## config.mk

```make
export PLATFORM = sky130hd
export DESIGN_NAME = snes_joy_serializer
export DESIGN_NICKNAME = d
export VERILOG_FILES = /design/src/rtl/snes_joy_pkg.sv /design/src/rtl/joy_debounce.sv /design/src/rtl/snes_joy_serializer.sv
export SDC_FILE = /design/constraint.sdc
export NUM_CORES = 1
export LEC_CHECK = 0
export CORE_MARGIN = 3
export CORE_UTILIZATION = 55
export CTS_BUF_LIST = sky130_fd_sc_hd__clkbuf_8
export DETAILED_ROUTE_END_ITERATION = 10
export GPL_ROUTABILITY_DRIVEN = 0
export PLACE_DENSITY = 0.72
export SLEW_MARGIN = 20
export SYNTH_ARGS = -nofsm -noshare
export SYNTH_HDL_FRONTEND = slang
export SYNTH_SLANG_ARGS = --single-unit
```

## constraint.sdc

```tcl
create_clock -name clk -period 2.33 [get_ports clk]
set_input_delay 0.466 -clock clk [delete_from_list [all_inputs] [get_ports clk]]
set_output_delay 0.466 -clock clk [all_outputs]
set_load 0.01 [all_outputs]
```

## src/rtl/snes_joy_pkg.sv

```systemverilog
// Shared constants for the SNES controller-port emulator: button indices,
// frame geometry and reset values.
package snes_joy_pkg;

  localparam int unsigned FRAME_W = 16;
  localparam int unsigned BTN_W   = 12;
  localparam int unsigned ID_W    = 4;
  localparam int unsigned TURBO_W = 8;

  localparam int unsigned BTN_B      = 0;
  localparam int unsigned BTN_Y      = 1;
  localparam int unsigned BTN_SELECT = 2;
  localparam int unsigned BTN_START  = 3;
  localparam int unsigned BTN_UP     = 4;
  localparam int unsigned BTN_DOWN   = 5;
  localparam int unsigned BTN_LEFT   = 6;
  localparam int unsigned BTN_RIGHT  = 7;
  localparam int unsigned BTN_A      = 8;
  localparam int unsigned BTN_X      = 9;
  localparam int unsigned BTN_L      = 10;
  localparam int unsigned BTN_R      = 11;

  localparam logic                RST_BTN   = 1'b1;
  localparam logic [FRAME_W-1:0]  RST_SHIFT = '1;
  localparam logic [TURBO_W-1:0]  RST_TURBO = '0;

  // Serial frame as the console reads it, LSB first: buttons then signature.
  function automatic logic [FRAME_W-1:0] build_frame(input logic [ID_W-1:0]  id,
                                                     input logic [BTN_W-1:0] eff);
    return {id, eff};
  endfunction

endpackage

```

## src/rtl/joy_debounce.sv

```systemverilog
// One raw active-low button: multi-flop synchroniser followed by a
// counter-based debouncer (or a straight wire when DEBOUNCE_W is 0).
module joy_debounce
  import snes_joy_pkg::*;
#(
  parameter int unsigned SYNC_STAGES = 2,
  parameter int unsigned DEBOUNCE_W  = 16
) (
  input  logic clk,
  input  logic resetn,
  input  logic i_btn_n,
  output logic o_stable_n
);

  logic [SYNC_STAGES-1:0] r_sync;
  logic                   w_synced;

  always_ff @(posedge clk or negedge resetn) begin
    if (!resetn) r_sync <= {SYNC_STAGES{RST_BTN}};
    else         r_sync <= {r_sync[SYNC_STAGES-2:0], i_btn_n};
  end

  assign w_synced = r_sync[SYNC_STAGES-1];

  generate
    if (DEBOUNCE_W == 0) begin : g_bypass
      assign o_stable_n = w_synced;
    end else begin : g_debounce
      logic                  r_stable;
      logic [DEBOUNCE_W-1:0] r_cnt;

      // Accept a new level only after it has disagreed with stable for 2^W cycles.
      always_ff @(posedge clk or negedge resetn) begin
        if (!resetn) begin
          r_stable <= RST_BTN;
          r_cnt    <= '0;
        end else if (w_synced == r_stable) begin
          r_cnt <= '0;
        end else if (&r_cnt) begin
          r_stable <= w_synced;
          r_cnt    <= '0;
        end else begin
          r_cnt <= r_cnt + DEBOUNCE_W'(1);
        end
      end

      assign o_stable_n = r_stable;
    end
  endgenerate

endmodule

```

## src/rtl/snes_joy_serializer.sv

```systemverilog
// SNES controller-port emulator: debounced buttons with autofire are latched
// on joy_strb and shifted out LSB-first on each port's joy_clk.
module snes_joy_serializer
  import snes_joy_pkg::*;
#(
  parameter int unsigned     NUM_PORTS    = 2,
  parameter int unsigned     SYNC_STAGES  = 2,
  parameter int unsigned     DEBOUNCE_W   = 16,
  parameter int unsigned     TURBO_PERIOD = 4,
  parameter logic            FILL_BIT     = 1'b1,
  parameter logic [ID_W-1:0] ID_BITS      = 4'b1111
) (
  input  logic                       clk,
  input  logic                       resetn,
  input  logic [NUM_PORTS*BTN_W-1:0] buttons_n,
  input  logic [NUM_PORTS*BTN_W-1:0] turbo_en,
  input  logic                       joy_strb,
  input  logic [NUM_PORTS-1:0]       joy_clk,
  output logic [NUM_PORTS-1:0]       joy_di,
  output logic                       poll_tick,
  output logic                       turbo_phase
);

  localparam int unsigned NB = NUM_PORTS * BTN_W;

  logic [NB-1:0]        w_stable;
  logic [NB-1:0]        w_eff;
  logic                 w_strb_rise;
  logic                 r_strb_d;
  logic                 r_poll_tick;
  logic                 r_phase;
  logic [TURBO_W-1:0]   r_turbo_cnt;
  logic [NUM_PORTS-1:0] r_clk_d;
  logic [NUM_PORTS-1:0] r_clk_rise;
  logic [FRAME_W-1:0]   r_shift [NUM_PORTS];

  generate
    for (genvar i = 0; i < int'(NB); i++) begin : g_btn
      joy_debounce #(
        .SYNC_STAGES (SYNC_STAGES),
        .DEBOUNCE_W  (DEBOUNCE_W)
      ) u_debounce (
        .clk        (clk),
        .resetn     (resetn),
        .i_btn_n    (buttons_n[i]),
        .o_stable_n (w_stable[i])
      );
    end
  endgenerate

  assign w_strb_rise = joy_strb & ~r_strb_d;
  assign w_eff       = w_stable | (turbo_en & {NB{r_phase}});

  // Poll counter paces autofire; poll_tick marks the strobe falling edge.
  always_ff @(posedge clk or negedge resetn) begin
    if (!resetn) begin
      r_strb_d    <= 1'b0;
      r_poll_tick <= 1'b0;
      r_phase     <= 1'b0;
      r_turbo_cnt <= RST_TURBO;
    end else begin
      r_strb_d    <= joy_strb;
      r_poll_tick <= r_strb_d & ~joy_strb;
      if (w_strb_rise) begin
        if (r_turbo_cnt == TURBO_W'(TURBO_PERIOD - 1)) begin
          r_turbo_cnt <= '0;
          r_phase     <= ~r_phase;
        end else begin
          r_turbo_cnt <= r_turbo_cnt + TURBO_W'(1);
        end
      end
    end
  end

  // Clock edges seen while the strobe is high are discarded so the latch wins.
  always_ff @(posedge clk or negedge resetn) begin
    if (!resetn) begin
      r_clk_d    <= '0;
      r_clk_rise <= '0;
      for (int p = 0; p < int'(NUM_PORTS); p++) r_shift[p] <= RST_SHIFT;
    end else begin
      r_clk_d    <= joy_clk;
      r_clk_rise <= joy_clk & ~r_clk_d & {NUM_PORTS{~joy_strb}};
      for (int p = 0; p < int'(NUM_PORTS); p++) begin
        if (joy_strb)
          r_shift[p] <= build_frame(ID_BITS, w_eff[p*BTN_W +: BTN_W]);
        else if (r_clk_rise[p])
          r_shift[p] <= {FILL_BIT, r_shift[p][FRAME_W-1:1]};
      end
    end
  end

  always_comb begin
    joy_di = '0;
    for (int p = 0; p < int'(NUM_PORTS); p++) joy_di[p] = r_shift[p][0];
  end

  assign poll_tick   = r_poll_tick;
  assign turbo_phase = r_phase;

endmodule

```

Word level (Yosys, flattened, before mapping)
Cells that the tools add are included.
Widths: inputs -> output; s select.

word-level totals
  bits of input ports = 53
  output and inout bits = 4
  flip-flop bits (word level) = 503
  word-level logic and storage cells = 268

operators by class
  bitwise operators = 34
  eq/ne operators = 25
  reduce and logical (&&, ||, !) cells = 51
  mux-type cells = 53
  add/subtract/negate cells = 25

operator list
  operator               number
  $mux 16                52
  $reduce_and 17->1      24
  $add 16x1->16 const B  24
  $reduce_and 16->1      24
  $not 1->1              27
  $and 24x24->24         1
  $eq 1x1->1             24
  $or 24x24->24          1
  $add 8x1->8 const B    1
  $eq 8x2->1 const B     1
  $mux 8                 1
  $and 2x2->2            2
  $reduce_bool 2->1      2
  $and 1x1->1            2
  $not 2->2              1
  $reduce_and 2->1       1

Longest topological paths before layout
  depth after elaboration = 3
  depth in mapped cells = 7
  mapped depth without buffers = 5

Hierarchy
Synthesis repeated with hierarchy kept, for this count alone.

unflattened totals
  cell total of the unflattened synthesis = 2199
  area total of the unflattened synthesis = 23206.0 µm²

by module, submodules not included
  module               seq. area each (µm²)  cells each  times used  area each (µm²)
  joy_debounce         479.2                 84          24          888.4
  snes_joy_serializer  1006.0                183         1           1885.6

Worst setup path after synthesis
Ideal clock, no wire load.

  path type = flip-flop to flip-flop
  start = register g_btn[13].u_debounce.g_debounce.r_cnt[0]
  end = register g_btn[13].u_debounce.g_debounce.r_cnt[11]
  clock period less this slack = 1.851 ns
  setup slack = 0.479 ns
  cell stages (with the launch flop) = 7
  required time = 2.211 ns
  data arrival time = 1.732 ns
  setup time = 0.119 ns
  path buffers = 1
  path through = dfrtp_1 -> ha_1 -> inv_1 -> or4_4 -> o21bai_1 -> buf_4 -> nor2_1

on the way
  cells in the longest elaborated chain, start to end = 3
  elaborated cells on any way between the ends = 4
  those cells by class = add/sub: 1; mux: 2; reduce/logical: 1

RTL lines
  element                                             line                                    source
  start, declared                                     joy_debounce.sv:30                      logic [DEBOUNCE_W-1:0] r_cnt;
  start signal, assigned                              joy_debounce.sv:43                      r_cnt <= r_cnt + DEBOUNCE_W'(1);
  $add 16x1->16 or $reduce_and 16->1 (tied branches)  joy_debounce.sv:43, joy_debounce.sv:39
  $mux 16 (*)                                         joy_debounce.sv:39                      end else if (&r_cnt) begin
  $mux 16 (*)                                         joy_debounce.sv:37                      end else if (w_synced == r_stable) begin

Mark *: on every way between the ends. The rest lies on a longest branch, timed or not.
A chain may end at the register's enable or synchronous reset.

Worst setup path after layout
  start = register r_shift (netlist bit joy_di[1])
  end = output joy_di[1]

RTL lines
  element                          line                       source
  start, declared                  snes_joy_serializer.sv:35  logic [FRAME_W-1:0] r_shift [NUM_PORTS];
  start signal, assigned by index  snes_joy_serializer.sv:86  r_shift[p] <= build_frame(ID_BITS, w_eff[p*BTN_W +: BTN_W]);
  start signal, assigned by index  snes_joy_serializer.sv:88  r_shift[p] <= {FILL_BIT, r_shift[p][FRAME_W-1:1]};
  end, declared                    snes_joy_serializer.sv:19  output logic [NUM_PORTS-1:0] joy_di,

No word-level cell between the ends.

==> impl_metrics.sql <==
INSERT INTO impl_metrics (metric_group, metric, value, unit) VALUES
('run_status', 'run_status', 'completed', ''),
('pwr', 'cellLeakagePower', '10.60', 'nW'),
('pwr', 'irDropWorstVdd', '0.6026', 'mV'),
('routing', 'routed-via-count', '15900', ''),
('grt', 'globalRoute.totalOverflow', '0', ''),
('finish', 'multi_input_area', '9600', 'um2'),
('pwr', 'p_per_area', '727.8', 'nW/um2'),
('critical_path', 'cp_top_family', 'flip-flops', ''),
('synthesis', 'synthDominantCellAreaShare', '44.10', '%'),
('placed_design', 'place_worst_setup_slack', '0.4164', 'ns'),
('worst_hold_path', 'hp-class', 'input pin to flop', ''),
('sta', 'post-route-period-util', '94.08', '%'),
('synthesis', 'synthMuxAreaShare', '1.293', '%'),
('synthesis', 'post_synth_and_or_nand_nor_area_fraction', '22.49', '%'),
('sta', 'hold_fails_final_rpt', '0', ''),
('finish', 'nets', '2412', ''),
('sta', 'fin_crit', '2.192', 'ns'),
('synthesis', 'synth_warnings', '0', ''),
('synthesis', 'edff_count_synth', '0', ''),
('finish', 'ff_latch_area', '12510', 'um2'),
('clocking', 'post-cts-setup-buffer-count', '0', ''),
('finish', 'final.fill_count', '3186', ''),
('synthesis', 'netlist-cell-type-count', '47', ''),
('critical_path', 'cp_cell_sequence', 'clkdlybuf4s50_1', ''),
('floorplanning', 'coreArea', '40190', 'um2'),
('routing', 'totalWireLength', '41.85', 'mm'),
('clocking', 'cts-root-to-sink-buffers', '3', ''),
('floorplanning', 'die_area', '43640', 'um2'),
('floorplanning', 'dieWidth', '208.9', 'um'),
('synthesis', 'synth.top_cells.by_area', 'sky130_fd_sc_hd__dfrtp_1 44%, sky130_fd_sc_hd__dfstp_2 11%, sky130_fd_sc_hd__xnor2_1 8.4%', ''),
('sta', 'timing_worst_slew_pin_value', '0.7064', 'ns'),
('sta', 'final-setup-viol-count', '0', ''),
('synthesis', 'synth_seq_area_share', '55.24', '%'),
('synthesis', 'netlist_instances', '2206', ''),
('sta', 'maxClockFrequency', '0.4562', 'GHz'),
('synthesis', 'postSynth.asyncResetShare', '100.0', '%'),
('sta', 'worst_slack', '0.1380', 'ns'),
('routing', 'detail-route-antenna-nets', '0', ''),
('critical_path', 'critPathBufInv', '1', ''),
('synthesis', 'number_of_synthesized_register_bits', '495', ''),
('grt', 'track_usage', '19.64', '%'),
('clocking', 'cts_tree', 'done', ''),
('routing', 'drc_errors', '0', ''),
('floorplanning', 'row_count', '73', ''),
('routing', 'vias_per_cell', '5.425', ''),
('placed_design', 'placement.io_buffers', '56', ''),
('routing', 'routedWlPerCell', '14.28', 'um'),
('critical_path', 'critical_path.max_fanout', '2', ''),
('floorplanning', 'vertical_extent_of_the_die', '208.9', 'um'),
('synthesis', 'post_synth_xor_area_fraction', '12.65', '%'),
('critical_path', 'crit_path_slowest_cell', 'sky130_fd_sc_hd__dfstp_2', ''),
('sta', 'rsz_0062_raised_after_global_routing', 'false', ''),
('synthesis', 'synthesis.area', '22640', 'um2'),
('synthesis', 'synthesis.area_per_instance', '10.26', 'um2'),
('grt', 'first_global_vias', '15906', ''),
('synthesis', 'post_synth_fa_ha_maj_area_fraction', '1.381', '%'),
('grt', 'wire_length_of_the_first_global_routing_pass', '73.39', 'mm'),
('sta', 'clock_skew', '0.01988', 'ns'),
('floorplanning', 'boundaryPins', '57', ''),
('critical_path', 'critical_path.max_stage_delay', '0.56', 'ns'),
('clocking', 'insertion_delay', '0.64', 'ns'),
('synthesis', 'synthFlopType', 'sky130_fd_sc_hd__dfrtp_1', ''),
('floorplanning', 'start_util', '56.34', '%'),
('clocking', 'cts.hold.buffers_added', '1', ''),
('critical_path', 'arrival', '1.73', 'ns'),
('clocking', 'clock_sinks', '495', ''),
('critical_path', 'criticalPathCategory', 'flop to output pin', ''),
('finish', 'final_layout_size_suffix_gt1_share', '13.55', '%'),
('finish', 'area_growth_syn_to_layout', '14.78', '%'),
('grt', 'antenna_found_initial', '0', ''),
('sta', 'slew_violations', '0', '');
[kinds of logic (layout without fill, tap and decap cells)]
kind of cell | after synthesis | count (layout)
adders and majority gates | 25 | 25
buffers and inverters | 133 | 333
xor gates and xnor gates | 327 | 327
DFF | 495 | 495
and+or+nand+nor | 1030 | 1030
muxes | 26 | 26
AOI/OAI and AO/OA | 170 | 170
[sequential cells by signal, indices dropped and copies added (netlist names)]
name / count
g_btn.u_debounce.g_debounce.r_cnt: 384
r_strb_d: 1
poll_tick: 1
r_shift: 22
joy_di: 2
r_clk_rise: 2
g_btn.u_debounce.r_sync: 48
r_clk_d: 2
r_turbo_cnt: 8
turbo_phase: 1
g_btn.u_debounce.o_stable_n: 24
[worst paths after layout]
kind | start | cells after the start | slack (ns) | end
max reg2reg | g_btn[6].u_debounce.g_debounce.r_cnt[2]$_DFF_PN0_ | 4 | 0.35 | g_btn[6].u_debounce.g_debounce.r_cnt[11]$_DFF_PN0_
min in group asynchronous | resetn | 2 | 0.46 | r_clk_d[0]$_DFF_PN0_
min | buttons_n[15] | 1 | 0.23 | g_btn[15].u_debounce.r_sync[0]$_DFF_PN1_
max in group asynchronous | resetn | 3 | 1.11 | g_btn[22].u_debounce.r_sync[1]$_DFF_PN1_
max | joy_di[1]$_DFFE_PN1P_ | 1 | 0.14 | joy_di[1]
min reg2reg | g_btn[20].u_debounce.r_sync[0]$_DFF_PN1_ | 0 | 0.35 | g_btn[20].u_debounce.r_sync[1]$_DFF_PN1_
[layout make-up]
cell class | count | area share, %
sequential | 495 | 48.12
multi-input combinational | 1578 | 36.94
clock buffer | 105 | 5.561
timing repair buffer | 93 | 3.813
tap | 525 | 2.528
clock inverter | 53 | 1.849
inverter | 82 | 1.184
[report_power, final]
part | switching [W] | internal (W)
registers | 0.000220 | 0.00894
logic | 0.000688 | 0.000448
clock network | 0.00352 | 0.00510
[stage by stage]
stage / area, um2 / cells / utilization (%) / total power (W) / hold WS, ns
floorplan: 22640 / 2206 / - / 0.009857 / 0.1704
global placement: 24050 / 2772 / 59.85 / 0.01042 / 0.3458
detailed placement: 24050 / 2772 / 59.85 / 0.01046 / 0.3468
CTS: 25990 / 2931 / 64.67 / 0.01921 / 0.1816
global route: 25990 / 2931 / 64.67 / 0.01978 / 0.1821
finish: 25990 / 2931 / 64.67 / 0.01892 / 0.2339
[synth_stat cells (5+ instances only)]
| cell | instances |
|---|---|
| sky130_fd_sc_hd__nand2_1 | 101 |
| sky130_fd_sc_hd__and4_1 | 25 |
| sky130_fd_sc_hd__a211oi_1 | 23 |
| sky130_fd_sc_hd__xnor2_1 | 218 |
| sky130_fd_sc_hd__or3_1 | 30 |
| sky130_fd_sc_hd__nand3_1 | 149 |
| sky130_fd_sc_hd__and3_1 | 23 |
| sky130_fd_sc_hd__nand3b_1 | 8 |
| sky130_fd_sc_hd__dfrtp_1 | 399 |
| sky130_fd_sc_hd__o21ai_0 | 25 |
| sky130_fd_sc_hd__buf_2 | 14 |
| sky130_fd_sc_hd__and2_1 | 11 |
| sky130_fd_sc_hd__inv_1 | 82 |
| sky130_fd_sc_hd__a31o_2 | 8 |
| sky130_fd_sc_hd__mux2_2 | 26 |
| sky130_fd_sc_hd__a31oi_1 | 7 |
| sky130_fd_sc_hd__nor2b_1 | 28 |
| sky130_fd_sc_hd__nor4_1 | 66 |
| sky130_fd_sc_hd__xor2_1 | 109 |
| sky130_fd_sc_hd__nor2_1 | 396 |
| sky130_fd_sc_hd__dfstp_2 | 96 |
| sky130_fd_sc_hd__buf_4 | 5 |
| sky130_fd_sc_hd__ha_1 | 25 |
| sky130_fd_sc_hd__or2_2 | 6 |
| sky130_fd_sc_hd__clkbuf_1 | 32 |
| sky130_fd_sc_hd__a21o_1 | 10 |
| sky130_fd_sc_hd__a21oi_1 | 78 |
| sky130_fd_sc_hd__or4_1 | 10 |
| sky130_fd_sc_hd__nor3_1 | 70 |
| sky130_fd_sc_hd__o21bai_1 | 5 |
| sky130_fd_sc_hd__nand4_1 | 86 |
[cells in the final DEF (no fill, tap or decap), types with 24 or more instances in the layout]
master / netlist / layout
sky130_fd_sc_hd__dfrtp_1: 399 / 399
sky130_fd_sc_hd__nor2_1: 396 / 396
sky130_fd_sc_hd__xnor2_1: 218 / 218
sky130_fd_sc_hd__nand3_1: 149 / 149
sky130_fd_sc_hd__xor2_1: 109 / 109
sky130_fd_sc_hd__clkbuf_8: 0 / 105
sky130_fd_sc_hd__nand2_1: 101 / 101
sky130_fd_sc_hd__inv_1: 82 / 101
sky130_fd_sc_hd__dfstp_2: 96 / 96
sky130_fd_sc_hd__nand4_1: 86 / 86
sky130_fd_sc_hd__a21oi_1: 78 / 78
sky130_fd_sc_hd__nor3_1: 70 / 70
sky130_fd_sc_hd__nor4_1: 66 / 66
sky130_fd_sc_hd__clkdlybuf4s50_1: 0 / 54
sky130_fd_sc_hd__or3_1: 30 / 30
sky130_fd_sc_hd__nor2b_1: 28 / 28
sky130_fd_sc_hd__mux2_2: 26 / 26
sky130_fd_sc_hd__and4_1: 25 / 25
sky130_fd_sc_hd__o21ai_0: 25 / 25
sky130_fd_sc_hd__ha_1: 25 / 25
sky130_fd_sc_hd__buf_4: 5 / 24
[metal layers]
metal / vias to the layer above / track usage, % / wire, um
met1: 7705 / 26.80 / 19510
met3: 67 / 4.234 / 1732
met2: 259 / 32.04 / 19870
li1: 7869 / - / -
met4: 0 / 5.589 / 740
met5: - / 0 / 0
Power figures use the tool's default switching activity.
